**src/rtl/prog_launch_sched_if.sv**
```systemverilog
// rtl/prog_launch_sched_if.sv - board-side request / core-side launch signals of prog_launch_sched
//
// Purpose: bundles the button requests, core handshake and status outputs of
// the launch scheduler so the board wrapper and bench connect with one name.
//
// Signals:
//   btn_req           4      raw level requests: [0]=fib [1]=sort [2]=save [3]=load
//   cpu_done          1      core finished current program
//   program_selector  SEL_W  0 idle; 1..4 program code while arming
//   cpu_start         1      one-cycle pulse on the first arming cycle
//   busy              1      launch in progress (arming or running)
//   pending           4      queued, not-yet-granted requests
//   timeout           1      watchdog fired; sticky until next grant
//
// Modports:
//   master  board / core side: drives requests and cpu_done
//   slave   scheduler side: drives selector and status

interface prog_launch_sched_if #(
  parameter int SEL_W = 32
);
  logic [3:0]       btn_req;
  logic             cpu_done;
  logic [SEL_W-1:0] program_selector;
  logic             cpu_start;
  logic             busy;
  logic [3:0]       pending;
  logic             timeout;

  modport master (
    output btn_req,
    output cpu_done,
    input  program_selector,
    input  cpu_start,
    input  busy,
    input  pending,
    input  timeout
  );

  modport slave (
    input  btn_req,
    input  cpu_done,
    output program_selector,
    output cpu_start,
    output busy,
    output pending,
    output timeout
  );
endinterface

```
**src/rtl/prog_launch_sched.sv**
```systemverilog
// rtl/prog_launch_sched.sv - fixed-priority program launch scheduler for the RISC core
//
// Purpose: synchronises and edge-detects four front-panel buttons, queues one
// pending launch per program, grants the lowest pending index, holds the
// core's program_selector non-zero for HOLD_CYCLES so the boot copy completes,
// then waits for cpu_done before the next launch.
//
// Ports:
//   clock    in  system clock, all state on rising edge
//   reset_n  in  asynchronous active-low reset
//   bus      prog_launch_sched_if.slave (btn_req, cpu_done in; program_selector,
//            cpu_start, busy, pending, timeout out)
//
// Parameters:
//   HOLD_CYCLES     cycles the selector is held non-zero per launch (>= 1)
//   SEL_W           width of program_selector
//   TIMEOUT_CYCLES  RUN-state watchdog limit
//
// Build option: define PROG_WATCHDOG_EN to enable the RUN-state watchdog;
// otherwise RUN waits indefinitely for cpu_done and timeout is tied low.

module prog_launch_sched #(
  parameter int HOLD_CYCLES    = 4,
  parameter int SEL_W          = 32,
  parameter int TIMEOUT_CYCLES = 1024
) (
  input  logic                clock,
  input  logic                reset_n,
  prog_launch_sched_if.slave  bus
);

  localparam int HOLD_W = (HOLD_CYCLES > 1) ? $clog2(HOLD_CYCLES) : 1;

  typedef enum logic [1:0] {
    S_IDLE = 2'd0,
    S_ARM  = 2'd1,
    S_RUN  = 2'd2
  } state_t;

  state_t            state_q, state_d;

  logic [3:0]        sync1_q, sync2_q, prev_q, edge_q;
  logic [3:0]        pending_q;
  logic [1:0]        grant_q;
  logic [1:0]        grant_idx;
  logic [3:0]        grant_mask;
  logic [HOLD_W-1:0] hold_cnt_q;
  logic              arm_first_q;
  logic              grant_en;

  logic [SEL_W-1:0]  sel_c;
  logic              start_c;
  logic              busy_c;

`ifdef PROG_WATCHDOG_EN
  localparam int RUN_W = $clog2(TIMEOUT_CYCLES + 1);
  logic [RUN_W-1:0]  run_cnt_q;
  logic              timeout_q;
  logic              expire;
`else
  wire unused_timeout_cfg = (TIMEOUT_CYCLES != 0);
`endif

  // Lowest set pending bit wins: fib > sort > save > load.
  always_comb begin
    grant_idx = 2'd0;
    for (int i = 3; i >= 0; i--) begin
      if (pending_q[i]) grant_idx = 2'(i);
    end
  end

  assign grant_mask = grant_en ? (4'b0001 << grant_idx) : 4'b0000;

  // Input path: two-flop synchroniser, prev flop, registered rising edge.
  always_ff @(posedge clock or negedge reset_n) begin
    if (!reset_n) begin
      sync1_q <= '0;
      sync2_q <= '0;
      prev_q  <= '0;
      edge_q  <= '0;
    end else begin
      sync1_q <= bus.btn_req;
      sync2_q <= sync1_q;
      prev_q  <= sync2_q;
      edge_q  <= sync2_q & ~prev_q;
    end
  end

  // FSM state register.
  always_ff @(posedge clock or negedge reset_n) begin
    if (!reset_n) state_q <= S_IDLE;
    else          state_q <= state_d;
  end

  // FSM next-state and outputs.
  always_comb begin
    state_d  = state_q;
    grant_en = 1'b0;
    sel_c    = '0;
    start_c  = 1'b0;
    busy_c   = 1'b0;
`ifdef PROG_WATCHDOG_EN
    expire   = 1'b0;
`endif
    case (state_q)
      S_IDLE: begin
        if (|pending_q) begin
          grant_en = 1'b1;
          state_d  = S_ARM;
        end
      end
      S_ARM: begin
        busy_c  = 1'b1;
        sel_c   = SEL_W'({1'b0, grant_q} + 3'd1);
        start_c = arm_first_q;
        if (hold_cnt_q == '0) state_d = S_RUN;
      end
      S_RUN: begin
        busy_c = 1'b1;
        // cpu_done is checked first so a completion on the expiry edge wins.
        if (bus.cpu_done) begin
          state_d = S_IDLE;
        end
`ifdef PROG_WATCHDOG_EN
        else if (run_cnt_q == RUN_W'(TIMEOUT_CYCLES - 1)) begin
          expire  = 1'b1;
          state_d = S_IDLE;
        end
`endif
      end
      default: state_d = S_IDLE;
    endcase
  end

  // Launch datapath: queue, grant latch, hold counter.
  always_ff @(posedge clock or negedge reset_n) begin
    if (!reset_n) begin
      pending_q   <= '0;
      grant_q     <= '0;
      hold_cnt_q  <= '0;
      arm_first_q <= 1'b0;
    end else begin
      // A new edge on the bit being granted re-queues it in the same cycle.
      pending_q <= (pending_q & ~grant_mask) | edge_q;
      if (grant_en) begin
        grant_q     <= grant_idx;
        hold_cnt_q  <= HOLD_W'(HOLD_CYCLES - 1);
        arm_first_q <= 1'b1;
      end else begin
        arm_first_q <= 1'b0;
        if (state_q == S_ARM && hold_cnt_q != '0)
          hold_cnt_q <= hold_cnt_q - HOLD_W'(1);
      end
    end
  end

`ifdef PROG_WATCHDOG_EN
  // RUN cycle counter starts at 0 on the first RUN cycle; timeout is sticky
  // until the next grant.
  always_ff @(posedge clock or negedge reset_n) begin
    if (!reset_n) begin
      run_cnt_q <= '0;
      timeout_q <= 1'b0;
    end else begin
      if (state_q == S_RUN) run_cnt_q <= run_cnt_q + RUN_W'(1);
      else                  run_cnt_q <= '0;
      if (grant_en)    timeout_q <= 1'b0;
      else if (expire) timeout_q <= 1'b1;
    end
  end
  assign bus.timeout = timeout_q;
`else
  assign bus.timeout = 1'b0;
`endif

  assign bus.program_selector = sel_c;
  assign bus.cpu_start        = start_c;
  assign bus.busy             = busy_c;
  assign bus.pending          = pending_q;

endmodule

```
**src/flat_wrapper.sv**
```systemverilog
// flat-port wrapper written by rule: the top's interface ports become plain ports
module prog_launch_sched_flat 
#(
  parameter int HOLD_CYCLES    = 4,
  parameter int SEL_W          = 32,
  parameter int TIMEOUT_CYCLES = 1024
)
  (clock, reset_n, bus_btn_req, bus_cpu_done, bus_program_selector, bus_cpu_start, bus_busy, bus_pending, bus_timeout);
  prog_launch_sched_if #(.SEL_W(SEL_W)) bus_i ();
  input  logic clock;
  input  logic reset_n;
  input wire logic [$bits(bus_i.btn_req)-1:0] bus_btn_req;
  input wire logic [$bits(bus_i.cpu_done)-1:0] bus_cpu_done;
  output wire logic [$bits(bus_i.program_selector)-1:0] bus_program_selector;
  output wire logic [$bits(bus_i.cpu_start)-1:0] bus_cpu_start;
  output wire logic [$bits(bus_i.busy)-1:0] bus_busy;
  output wire logic [$bits(bus_i.pending)-1:0] bus_pending;
  output wire logic [$bits(bus_i.timeout)-1:0] bus_timeout;
  assign bus_i.btn_req = bus_btn_req;
  assign bus_i.cpu_done = bus_cpu_done;
  assign bus_program_selector = bus_i.program_selector;
  assign bus_cpu_start = bus_i.cpu_start;
  assign bus_busy = bus_i.busy;
  assign bus_pending = bus_i.pending;
  assign bus_timeout = bus_i.timeout;
  prog_launch_sched #(.HOLD_CYCLES(HOLD_CYCLES), .SEL_W(SEL_W), .TIMEOUT_CYCLES(TIMEOUT_CYCLES)) u_core (.clock(clock), .reset_n(reset_n), .bus(bus_i));
endmodule
```
**config.mk**
```make
export PLATFORM = sky130hd
export DESIGN_NAME = prog_launch_sched_flat
export DESIGN_NICKNAME = d
export VERILOG_FILES = /design/src/rtl/prog_launch_sched_if.sv /design/src/rtl/prog_launch_sched.sv /design/src/flat_wrapper.sv
export SDC_FILE = /design/constraint.sdc
export NUM_CORES = 1
export LEC_CHECK = 0
export ABC_CLOCK_PERIOD_IN_PS = 5150
export CAP_MARGIN = 10
export CORE_UTILIZATION = 30
export DETAILED_ROUTE_END_ITERATION = 7
export MAX_ROUTING_LAYER = met4
export SLEW_MARGIN = 15
export SYNTH_ARGS = -nofsm -noshare
export SYNTH_HDL_FRONTEND = slang
export SYNTH_SLANG_ARGS = --single-unit
```
**constraint.sdc**
```tcl
create_clock -name clock -period 5.15 [get_ports clock]
set_input_delay 0.7725 -clock clock [delete_from_list [all_inputs] [get_ports clock]]
set_output_delay 0.7725 -clock clock [all_outputs]
set_load 0.02 [all_outputs]
```
==> flow_summary.toml <==
[status]
status = "completed"

[clock_network]
htree_levels = 1
post_cts_buffers = 0
clock_sink_count = 27
cts_made_buffers = 3
cts_tree = "yes"
clkTransAtPathRegs_ns = 0.09
ctsResizeCount = 0
cts.path.max_buffers = 2
clk_root_buffer_cell = "clkbuf_8"
clock_latency_ns = 0.26
ctsHoldBuffers = 0

[worst_setup_path]
reg2reg_from = "u_core.state_q[0]"
cp.required_ns = 4.38
regToRegSetupSlack_ns = 3.26
path_cells = "inv_1 > ha_1 > nor2b_1 > clkdlybuf4s50_1"
crit_path_start_kind = "register"
slowest_stage = "clkdlybuf4s50_1"
path_buf_inv = 2
critPathCaptureType = "output pin"
crit_type = "reg2out"
slowest_delay_ns = 0.60
path_delay_family = "buffers and inverters"
cp.arrival_ns = 1.74
critPathMaxFanout = 6
critical_path.startpoint = "u_core.state_q[1]"

[floorplan]
floorplan.rows = 22
die_w_microns = 65.6
start_util_pct = 32.2
dieArea_sq_mm = 0.00430
core_sq_mm = 0.00377
die_h_microns = 65.6
io_pins = 46

[cells_and_area]
layout_common_cells = "conb_1 (30), dfrtp_1 (27), clkdlybuf4s50_1 (14)"
area_growth_pct = 11.3
final_common_cell = "conb_1"
final_cells = 169
fin_nets = 134
drive_above_1_share_pct = 5.79
n_antenna_cell = 0

[global_routing]
grt_pass1_wl_microns = 2490
grt-ovfl-total = 0
grt_max_degree = 28
grt_usage_pct = 7.82
antenna_found_initial = 0
grt_pass1_vias = 571

[min_path]
hold_start = "u_core.sync1_q[1]"
holdCritPathClass = "reg2reg"

[timing]
worst_slew_pin_slew_ns = 0.552
clock_skew_ns = 0.00183
period_share_pct = 48.7
setup_ws_ns = 2.64
relSlewSlack_pct = 63.2
finalSetupViolCount = 0
period_needed_ns = 2.51
tns_ns = 0
holdWs_ns = 0.357
hold_viol = 0
fmax_mhz = 399
rsz0062_at_grt = "no"
slew_viol_final = 0

[detailed_routing]
drc_errors = 0
first_pass_iters = 3
vias = 642
viasPerCell = 3.80
totalWireLength_microns = 1430
drtIter0Drc = 8
detail-route-antenna-nets = 0
wl_per_cell_microns = 8.44

[logic_synthesis]
yosysSeqAreaShare_pct = 55.7
synth_cell_types = 24
syn_area_sq_mm = 0.00121
avgSynthCellArea_sq_um = 11.8
ys_ff_latch = 27
synthCells = 103
yosys_warnings = 0

[power_and_ir_drop]
powerDensity_mw_per_mm2 = 522
power_leakage_nw = 0.664
p_total_w = 0.000705
ir_worst_vdd_mv = 0.251

[place]
dp.cells = 165
gp_congestion = 0.749
dp_hpwl_microns = 1080
dp_slack_ns = 2.92
io_buffers = 15

[job]
timing.max_cap.violations = 0
-- metrics by stage --
step,area (sq um),utilization (%)
6_report,1350,35.8
5_1_grt,1350,35.8
4_1_cts,1360,36.0
3_5_place_dp,1310,34.7
3_3_place_gp,1310,34.7
2_1_floorplan,1320,-
-- registers in the layout, indices dropped and copies added (netlist names) --
signal,cells
u_core.sync1_q,4
u_core.sync2_q,4
u_core.arm_first_q,1
u_core.state_q,2
u_core.grant_q,2
u_core.hold_cnt_q,2
u_core.prev_q,4
u_core.edge_q,4
u_core.bus.pending,4
-- final cells by class --
type,count,area [sq um]
Fill cell,372,2420
Sequential cell,27,676
Multi-Input combinational cell,69,399
Timing Repair Buffer,15,145
Tap cell,48,60.1
Clock buffer,3,41.3
Inverter,6,22.5
Clock inverter,1,7.51
-- report_power, final --
group,total [W],switching (W),internal [W],leakage (nW)
sequential,0.000290,0.0000333,0.000257,0.314
combinational,0.000299,0.000157,0.000141,0.328
clock,0.000116,0.0000614,0.0000547,0.0217
-- final timing paths --
path	endpoint	cells after the start
max	bus_program_selector[0]	4
min	u_core.sync2_q[1]	0
max reg2reg	u_core.state_q[1]	5
min reg2reg	u_core.sync2_q[1]	0
max in group asynchronous	u_core.bus.pending[0]	1
min in group asynchronous	u_core.sync2_q[1]	1
-- logic make-up after synthesis --
| logic type | count (synthesis) | synth area share (%) |
|---|---|---|
| muxes | 1 | 1.24 |
| and+or+nand+nor | 21 | 9.59 |
| buffers and inverters | 36 | 20.4 |
| adders and majority gates | 5 | 5.15 |
| other | 1 | 0.309 |
| DFF | 27 | 55.7 |
| xor gates and xnor gates | 1 | 0.722 |
| AOI/OAI and AO/OA | 11 | 6.91 |
-- routing by layer --
metal  up-vias  GRT usage, %  part of all wire, %
met5         -             -                    0
met4         0          1.63                 0.63
met3         2          3.65                  7.5
met2        42          12.9                   47
met1       298          8.64                   45
li1        300             -                    -
-- synth_stat cells --
cell type  count  area, sq um
buf_4         30          225
dfrtp_1       27          676
inv_1          6         22.5
ha_1           5         62.6
nor2b_1        5         31.3
nor2_1         4         15.0
a21o_1         3         22.5
and2_1         3         18.8
nand2_1        3         11.3
nand2b_1       3         18.8
a21o_2         1         8.76
a21oi_1        1         5.00
a2bb2oi_1      1         8.76
conb_1         1         3.75
mux2_4         1         15.0
nand3_1        1         5.00
o211ai_1       1         7.51
o21a_1         1         7.51
o21ai_0        1         5.00
o22a_1         1         8.76
o311a_1        1         10.0
or2b_1         1         7.51
or3b_1         1         8.76
xnor2_1        1         8.76
Note: power is estimated with default switching activity, not from simulation.
